File: src/rtl/mc_pkg.sv
// Shared encodings for the multicycle MIPS controller: state codes, opcodes,
// ALU/PC mux selects and the packed control-strobe bundle.
package mc_pkg;

  typedef enum logic [3:0] {
    S_FETCH   = 4'd0,
    S_DECODE  = 4'd1,
    S_MEMADDR = 4'd2,
    S_MEMRD   = 4'd3,
    S_MEMWB   = 4'd4,
    S_MEMWR   = 4'd5,
    S_EXEC    = 4'd6,
    S_RDONE   = 4'd7,
    S_BEQ     = 4'd8,
    S_JUMP    = 4'd9,
    S_IEXEC   = 4'd10,
    S_IDONE   = 4'd11,
    S_BNE     = 4'd12,
    S_TRAP    = 4'd13
  } state_e;

  localparam logic [5:0] OP_RTYPE = 6'b000000;
  localparam logic [5:0] OP_LW    = 6'b100011;
  localparam logic [5:0] OP_SW    = 6'b101011;
  localparam logic [5:0] OP_BEQ   = 6'b000100;
  localparam logic [5:0] OP_J     = 6'b000010;
  localparam logic [5:0] OP_ADDI  = 6'b001000;
  localparam logic [5:0] OP_BNE   = 6'b000101;

  localparam logic [1:0] ALU_ADD   = 2'b00;
  localparam logic [1:0] ALU_SUB   = 2'b01;
  localparam logic [1:0] ALU_FUNCT = 2'b10;

  localparam logic [1:0] PC_ALU    = 2'b00;
  localparam logic [1:0] PC_ALUOUT = 2'b01;
  localparam logic [1:0] PC_JUMP   = 2'b10;

  localparam logic [1:0] SRCB_REG  = 2'b00;
  localparam logic [1:0] SRCB_FOUR = 2'b01;
  localparam logic [1:0] SRCB_IMM  = 2'b10;
  localparam logic [1:0] SRCB_BOFF = 2'b11;

  typedef struct packed {
    logic       reg_dst;
    logic       reg_write;
    logic       alu_src_a;
    logic       mem_to_reg;
    logic       ir_write;
    logic       mem_write;
    logic       mem_read;
    logic       iord;
    logic       pc_write_cond;
    logic       pc_write;
    logic [1:0] alu_src_b;
    logic [1:0] alu_op;
    logic [1:0] pc_source;
    logic       branch_ne;
    logic       illegal_op;
    logic       instr_done;
  } ctrl_t;

endpackage

File: src/rtl/mc_ctrl_decode.sv
// Combinational control decode: current state plus effective memory-ready
// produce the full datapath strobe bundle.
module mc_ctrl_decode
  import mc_pkg::*;
(
  input  logic [3:0] state,
  input  logic       mem_ready,
  output ctrl_t      ctrl
);

  always_comb begin
    ctrl = '0;
    case (state)
      S_FETCH: begin
        ctrl.mem_read  = 1'b1;
        ctrl.alu_src_b = SRCB_FOUR;
        ctrl.alu_op    = ALU_ADD;
        ctrl.pc_source = PC_ALU;
        // Latch IR and bump PC only on the cycle the fetch completes.
        ctrl.ir_write  = mem_ready;
        ctrl.pc_write  = mem_ready;
      end
      S_DECODE: begin
        ctrl.alu_src_b = SRCB_BOFF;
        ctrl.alu_op    = ALU_ADD;
      end
      S_MEMADDR: begin
        ctrl.alu_src_a = 1'b1;
        ctrl.alu_src_b = SRCB_IMM;
        ctrl.alu_op    = ALU_ADD;
      end
      S_MEMRD: begin
        ctrl.mem_read = 1'b1;
        ctrl.iord     = 1'b1;
      end
      S_MEMWB: begin
        ctrl.reg_write  = 1'b1;
        ctrl.mem_to_reg = 1'b1;
        ctrl.instr_done = 1'b1;
      end
      S_MEMWR: begin
        ctrl.mem_write  = 1'b1;
        ctrl.iord       = 1'b1;
        ctrl.instr_done = mem_ready;
      end
      S_EXEC: begin
        ctrl.alu_src_a = 1'b1;
        ctrl.alu_src_b = SRCB_REG;
        ctrl.alu_op    = ALU_FUNCT;
      end
      S_RDONE: begin
        ctrl.reg_write  = 1'b1;
        ctrl.reg_dst    = 1'b1;
        ctrl.instr_done = 1'b1;
      end
      S_BEQ, S_BNE: begin
        ctrl.alu_src_a     = 1'b1;
        ctrl.alu_src_b     = SRCB_REG;
        ctrl.alu_op        = ALU_SUB;
        ctrl.pc_write_cond = 1'b1;
        ctrl.pc_source     = PC_ALUOUT;
        ctrl.branch_ne     = (state == S_BNE);
        ctrl.instr_done    = 1'b1;
      end
      S_JUMP: begin
        ctrl.pc_write   = 1'b1;
        ctrl.pc_source  = PC_JUMP;
        ctrl.instr_done = 1'b1;
      end
      S_IEXEC: begin
        ctrl.alu_src_a = 1'b1;
        ctrl.alu_src_b = SRCB_IMM;
        ctrl.alu_op    = ALU_ADD;
      end
      S_IDONE: begin
        ctrl.reg_write  = 1'b1;
        ctrl.instr_done = 1'b1;
      end
      // The faulting instruction is not retired, so only the trap strobe fires.
      S_TRAP: ctrl.illegal_op = 1'b1;
      default: ctrl = '0;
    endcase
  end

endmodule

File: src/rtl/mc_fsm_controller.sv
// Multicycle MIPS control unit: owns the state register and next-state logic,
// and gates the decoded strobes off while reset is asserted.
module mc_fsm_controller
  import mc_pkg::*;
#(
  parameter bit MEM_WAIT = 1'b1,
  parameter bit EN_ADDI  = 1'b1,
  parameter bit EN_BNE   = 1'b1
) (
  input  logic       clk,
  input  logic       rst,
  input  logic [5:0] Op,
  input  logic       mem_ready,
  output logic [3:0] S,
  output logic       RegDst,
  output logic       RegWrite,
  output logic       ALUSrcA,
  output logic       MemToReg,
  output logic       IRWrite,
  output logic       MemWrite,
  output logic       MemRead,
  output logic       IorD,
  output logic       PCWriteCond,
  output logic       PCWrite,
  output logic [1:0] ALUSrcB,
  output logic [1:0] ALUOp,
  output logic [1:0] PCSource,
  output logic       BranchNe,
  output logic       illegal_op,
  output logic       instr_done
);

  logic [3:0] state_q;
  logic [3:0] state_d;
  logic       rdy_eff;
  ctrl_t      ctrl_raw;
  ctrl_t      ctrl;

  assign rdy_eff = MEM_WAIT ? mem_ready : 1'b1;

  always_ff @(posedge clk or posedge rst) begin
    if (rst) state_q <= S_FETCH;
    else     state_q <= state_d;
  end

  always_comb begin
    state_d = S_FETCH;
    case (state_q)
      S_FETCH:   state_d = rdy_eff ? S_DECODE : S_FETCH;
      S_DECODE: begin
        if      (Op == OP_RTYPE)              state_d = S_EXEC;
        else if (Op == OP_LW || Op == OP_SW)  state_d = S_MEMADDR;
        else if (Op == OP_BEQ)                state_d = S_BEQ;
        else if (Op == OP_J)                  state_d = S_JUMP;
        else if (EN_ADDI && Op == OP_ADDI)    state_d = S_IEXEC;
        else if (EN_BNE && Op == OP_BNE)      state_d = S_BNE;
        else                                  state_d = S_TRAP;
      end
      // Op is still held by IR here, so it tells lw from sw.
      S_MEMADDR: state_d = (Op == OP_SW) ? S_MEMWR : S_MEMRD;
      S_MEMRD:   state_d = rdy_eff ? S_MEMWB : S_MEMRD;
      S_MEMWR:   state_d = rdy_eff ? S_FETCH : S_MEMWR;
      S_EXEC:    state_d = S_RDONE;
      S_IEXEC:   state_d = S_IDONE;
      default:   state_d = S_FETCH;
    endcase
  end

  mc_ctrl_decode u_decode (
    .state     (state_q),
    .mem_ready (rdy_eff),
    .ctrl      (ctrl_raw)
  );

  // Strobes are forced low for the whole reset window, not just after the edge.
  assign ctrl = rst ? '0 : ctrl_raw;

  assign S           = state_q;
  assign RegDst      = ctrl.reg_dst;
  assign RegWrite    = ctrl.reg_write;
  assign ALUSrcA     = ctrl.alu_src_a;
  assign MemToReg    = ctrl.mem_to_reg;
  assign IRWrite     = ctrl.ir_write;
  assign MemWrite    = ctrl.mem_write;
  assign MemRead     = ctrl.mem_read;
  assign IorD        = ctrl.iord;
  assign PCWriteCond = ctrl.pc_write_cond;
  assign PCWrite     = ctrl.pc_write;
  assign ALUSrcB     = ctrl.alu_src_b;
  assign ALUOp       = ctrl.alu_op;
  assign PCSource    = ctrl.pc_source;
  assign BranchNe    = ctrl.branch_ne;
  assign illegal_op  = ctrl.illegal_op;
  assign instr_done  = ctrl.instr_done;

endmodule
File: config.mk
export PLATFORM = sky130hd
export DESIGN_NAME = mc_fsm_controller
export DESIGN_NICKNAME = d
export VERILOG_FILES = /design/src/rtl/mc_pkg.sv /design/src/rtl/mc_ctrl_decode.sv /design/src/rtl/mc_fsm_controller.sv
export SDC_FILE = /design/constraint.sdc
export NUM_CORES = 1
export LEC_CHECK = 0
export CAP_MARGIN = 5
export CORE_MARGIN = 2
export CORE_UTILIZATION = 42
export CTS_BUF_LIST = sky130_fd_sc_hd__clkbuf_4 sky130_fd_sc_hd__clkbuf_8 sky130_fd_sc_hd__clkbuf_16
export CTS_CLUSTER_DIAMETER = 100
export DETAILED_ROUTE_END_ITERATION = 6
export GPL_ROUTABILITY_DRIVEN = 0
export PLACE_DENSITY_LB_ADDON = 0.1
export SETUP_SLACK_MARGIN = 0.5
export SYNTH_ARGS = -nofsm -noshare
export SYNTH_HDL_FRONTEND = slang
export SYNTH_HIERARCHICAL = 1
export SYNTH_SLANG_ARGS = --single-unit
File: constraint.sdc
create_clock -name clk -period 1.6 [get_ports clk]
set_input_delay 0.16 -clock clk [delete_from_list [all_inputs] [get_ports clk]]
set_output_delay 0.16 -clock clk [all_outputs]
set_load 0.005 [all_outputs]
==> flow_metrics.env, run 1 <==
export IMPL_status="aborted with a tool error"
export IMPL_failing_step="global routing (5_1_grt)"
export IMPL_error="[ERROR DPL-0038] Utilization greater than 100%, impossible to legalize"
export IMPL_root_buffer="clkbuf_4"
export IMPL_htree_num_levels=1
export IMPL_avgSynthCellArea_um2=6.96
export IMPL_post_dp_hpwl_mm=1.73
export IMPL_yosysTopAreaCell="nor2b_1"
export IMPL_netlist_top_cells_count="nor2b_1, nor2_1, nor3_1"
export IMPL_dieHeight_um=46.5
export IMPL_synthesis_area_um2=758
export IMPL_ys_ff_latch=4
export IMPL_numCtsBuffers=3
export IMPL_synth_seq_area_share_pct=13.2
export IMPL_synth_top_area_share_pct=17.3
export IMPL_synth_ff_type="dfrtp_1"
export IMPL_initial_core_util_pct=44.4
export IMPL_synthCells=109
export IMPL_worst_ep_kind="top-level output"
export IMPL_cts_sinks=4
export IMPL_port_buffers=31
export IMPL_async_flop_share_pct=100
export IMPL_syn_nets=118
export IMPL_synth_edff_count=0
export IMPL_clock_path_buffers=2
export IMPL_preCtsSetupSlack_ps=-376
export IMPL_yosys_cell_count_top_type="nor2b_1"
export IMPL_pin_count=32
export IMPL_yosys_warnings=6
export IMPL_yosys_cell_types_count=39
export IMPL_fp_row_count=15
export IMPL_grt_max_degree=21
export IMPL_die_w_um=46.5
export IMPL_ys_top_cells_by_area="nor2b_1, dfrtp_1, nand2b_1"
export IMPL_worst_endpoint="PCWrite"
==> cell families after synthesis <==
kind of cell	Yosys count	share of synthesized area (%)
AND/OR/NAND/NOR	67	54.0
flip-flops	4	13.2
XOR/XNOR	4	4.62
buffers and inverters	11	7.26
AO/OA/AOI/OAI	23	21.0
==> stage by stage <==
| step | setup TNS, ps | instance area, µm² | instances |
|---|---|---|---|
| after floorplan | 0 | 781 | 109 |
| after global placement | -2660 | 1270 | 179 |
| after detailed placement | -3360 | 1270 | 179 |
| after CTS | -587 | 1520 | 200 |
==> timing repair <==
| action | CTS |
|---|---|
| setup endpoints to repair | 27 |
| gates resized for setup | 127 |
| hold buffers | 0 |
| pin swaps | 14 |
| gates cloned | 1 |
| buffers inserted | 17 |
==> inputs of run 2 (changes only) <==
==> config.mk (replaced) <==
export PLATFORM = sky130hd
export DESIGN_NAME = mc_fsm_controller
export DESIGN_NICKNAME = d
export VERILOG_FILES = /design/src/rtl/mc_pkg.sv /design/src/rtl/mc_ctrl_decode.sv /design/src/rtl/mc_fsm_controller.sv
export SDC_FILE = /design/constraint.sdc
export NUM_CORES = 1
export LEC_CHECK = 0
export CAP_MARGIN = 5
export CORE_AREA = 2 2 63 65
export DETAILED_ROUTE_END_ITERATION = 6
export DIE_AREA = 0 0 65 67
export GPL_ROUTABILITY_DRIVEN = 0
export PLACE_DENSITY_LB_ADDON = 0.15
export SYNTH_ARGS = -nofsm -noshare
export SYNTH_HDL_FRONTEND = slang
export SYNTH_HIERARCHICAL = 1
export SYNTH_SLANG_ARGS = --single-unit
==> flow_metrics.env, run 2 <==
export IMPL_yosys_warnings=6
export IMPL_arrival_ps=1470
export IMPL_yosys_cell_types_count=39
export IMPL_vias_per_cell=4.52
export IMPL_nets=183
export IMPL_hold_buffers=0
export IMPL_cp_startpoint="S[0]"
export IMPL_syn_nets=118
export IMPL_r2r_start="S[0]"
export IMPL_nFillCells=393
export IMPL_pin_count=32
export IMPL_async_flop_share_pct=100
export IMPL_period_needed_ps=1630
export IMPL_synth_ff_type="dfrtp_1"
export IMPL_insertion_delay_ps=210
export IMPL_final_seq_area_um2=101
export IMPL_antenna_found_initial=0
export IMPL_layout_commonest_cell="buf_4"
export IMPL_synth_top_area_share_pct=17.3
export IMPL_met1_usage_pct=12.7
export IMPL_power_frac_comb_pct=82.1
export IMPL_grt_max_degree=21
export IMPL_fmax_ghz=0.612
export IMPL_tightest_slew_ps=357
export IMPL_avgSynthCellArea_um2=6.96
export IMPL_use_met2_pct=23.7
export IMPL_irDropWorstVdd_mv=0.516
export IMPL_end_kind="primary output"
export IMPL_avgRoutedWirePerCell_um=11.2
export IMPL_layout_common_cells="buf_4, nor2b_1, buf_2, clkdlybuf4s50_1, buf_6"
export IMPL_setup_viol=5
export IMPL_layout_drive_gt1_share_pct=52.9
export IMPL_place_inst=204
export IMPL_yosys_cell_count_top_type="nor2b_1"
export IMPL_fp_row_count=22
export IMPL_netlist_top_cells_count="nor2b_1, nor2_1, nor3_1"
export IMPL_grt_pass1_vias=980
export IMPL_relSlewSlack_pct=76.0
export IMPL_clkPwrFrac_pct=9.4
export IMPL_r2r_slack_ps=0
export IMPL_cp_start_kind="flop"
export IMPL_r2r_end="S[1]"
export IMPL_finalNonFillerCells=220
export IMPL_synthCells=109
export IMPL_finalSetupTns_ps=-90.6
export IMPL_synth_seq_area_share_pct=13.2
export IMPL_gr_max_usage_layer="met2"
export IMPL_synth_edff_count=0
export IMPL_vias=994
export IMPL_ys_ff_latch=4
export IMPL_rsz0062_at_grt="true"
export IMPL_core_um2=3610
export IMPL_intPower_w=0.00133
export IMPL_syn_to_final_growth_pct=105
export IMPL_clk_pin_slew_ps=30
export IMPL_multiInputGateArea_um2=771
export IMPL_status="finished, violations left"
export IMPL_worst_setup_path_type="reg2out"
export IMPL_drc_errors=0
export IMPL_largest_reg_flops=4
export IMPL_preCtsSetupSlack_ps=-415
export IMPL_required_ps=1440
export IMPL_fin_crit_sh_pct=102
export IMPL_p_leak_nw=0.685
export IMPL_ys_top_cells_by_area="nor2b_1, dfrtp_1, nand2b_1"
export IMPL_dieArea_um2=4360
export IMPL_crit_end="ALUOp[1]"
export IMPL_pwr_share_seq_pct=8.5
export IMPL_dieHeight_um=67
export IMPL_die_w_um=65
export IMPL_violations="negative setup slack"
export IMPL_p_sw_share_pct=38.7
export IMPL_grt_usage_pct=11.7
export IMPL_grtUsageMet3_pct=2.20
export IMPL_worst_r2r_cell_count=7
export IMPL_drt_initial_drc_count=17
export IMPL_htree_num_levels=1
export IMPL_cts_tree="built"
export IMPL_power_switching_w=0.000838
export IMPL_diodes=0
export IMPL_slew_violations=0
export IMPL_maxCapViolations=0
export IMPL_grt_overflow_total=0
export IMPL_root_buffer="clkbuf_8"
export IMPL_clock_path_buffers=2
export IMPL_fin_skew_ps=0.955
export IMPL_finalHoldViolations=0
export IMPL_numCtsBuffers=3
export IMPL_yosysTopAreaCell="nor2b_1"
export IMPL_ant_nets=0
export IMPL_power_w=0.00217
export IMPL_initial_core_util_pct=21.0
export IMPL_synthesis_area_um2=758
export IMPL_cts_sinks=4
export IMPL_drt_pass1_iterations=4
export IMPL_grt_first_pass_wirelength_mm=4.09
export IMPL_fin_ws_ps=-33.8
export IMPL_port_buffers=31
export IMPL_cp_max_fo=6
export IMPL_power_density_nw_per_um2=1390
export IMPL_routed_wirelength_mm=2.47
export IMPL_hold_class="in2async"
export IMPL_post_dp_hpwl_mm=1.77
-- run 2: cell counts after synthesis --
No cell type changed its count.
-- run 2: through the flow --
stage	hold WS [ps]	cell area (µm²)	utilization [%]
finish	351	1560	43.1
global route	399	1560	43.1
CTS	356	1460	40.6
detailed placement	572	1270	35.2
global placement	563	1270	35.2
floorplan	138	758	-
-- run 2: power groups by stage --
stage	sequential (W)	combinational [W]	clock, W
after detailed placement	0.000196	0.00126	0
after global routing	0.000188	0.00194	0.000223
after global placement	0.000195	0.00125	0
after CTS	0.000182	0.00158	0.000208
after floorplan	0.000211	0.000662	0
final	0.000184	0.00178	0.000204
-- run 2: how the worst min path moves through the flow --
| stage | to | cells after the start |
|---|---|---|
| global placement | S[2] | 3 |
| finish | S[0] | 3 |
| global route | S[0] | 3 |
| CTS | S[0] | 3 |
| floorplan | S[0] | 2 |
| detailed placement | S[1] | 3 |
-- run 2: final cells by class --
class,instances,share of cell area [%]
multi-input cells,94,49.6
repair buffers,69,36.9
flip-flops and latches,4,6.52
well taps,48,3.86
clock buffers,3,2.65
inverters,2,0.483
-- run 2: layer usage --
layer / vias to the layer above / part of all wire [%] / wire length (µm)
met5: - / 0 / 0
met4: 0 / 0 / 0
met3: 0 / 5.6 / 137
met2: 30 / 51 / 1270
met1: 448 / 43 / 1060
li1: 516 / - / -
-- run 2: logic make-up (layout without fill, tap and decap cells) --
logic type | count (synthesis) | after routing | synth area share (%)
flip-flops | 4 | 4 | 13.2
AO/OA/AOI/OAI | 23 | 23 | 21.0
XOR/XNOR | 4 | 4 | 4.62
buffers and inverters | 11 | 74 | 7.26
AND/OR/NAND/NOR | 67 | 67 | 54.0
-- run 2: repair_timing --
item,4_1_cts,5_1_grt
resized for setup,77,38
setup endpoints to repair,23,22
setup buffers,14,1
pin swaps,7,6
-- run 2: worst max-delay path, stage by stage (launching register included) --
cell	delay, ps
dfrtp_1	390
buf_6	130
buf_4	160
nand2b_4	150
nor2_2	100
nor2b_2	130
clkdlybuf4s15_2	200
Power figures use the tool's default switching activity.
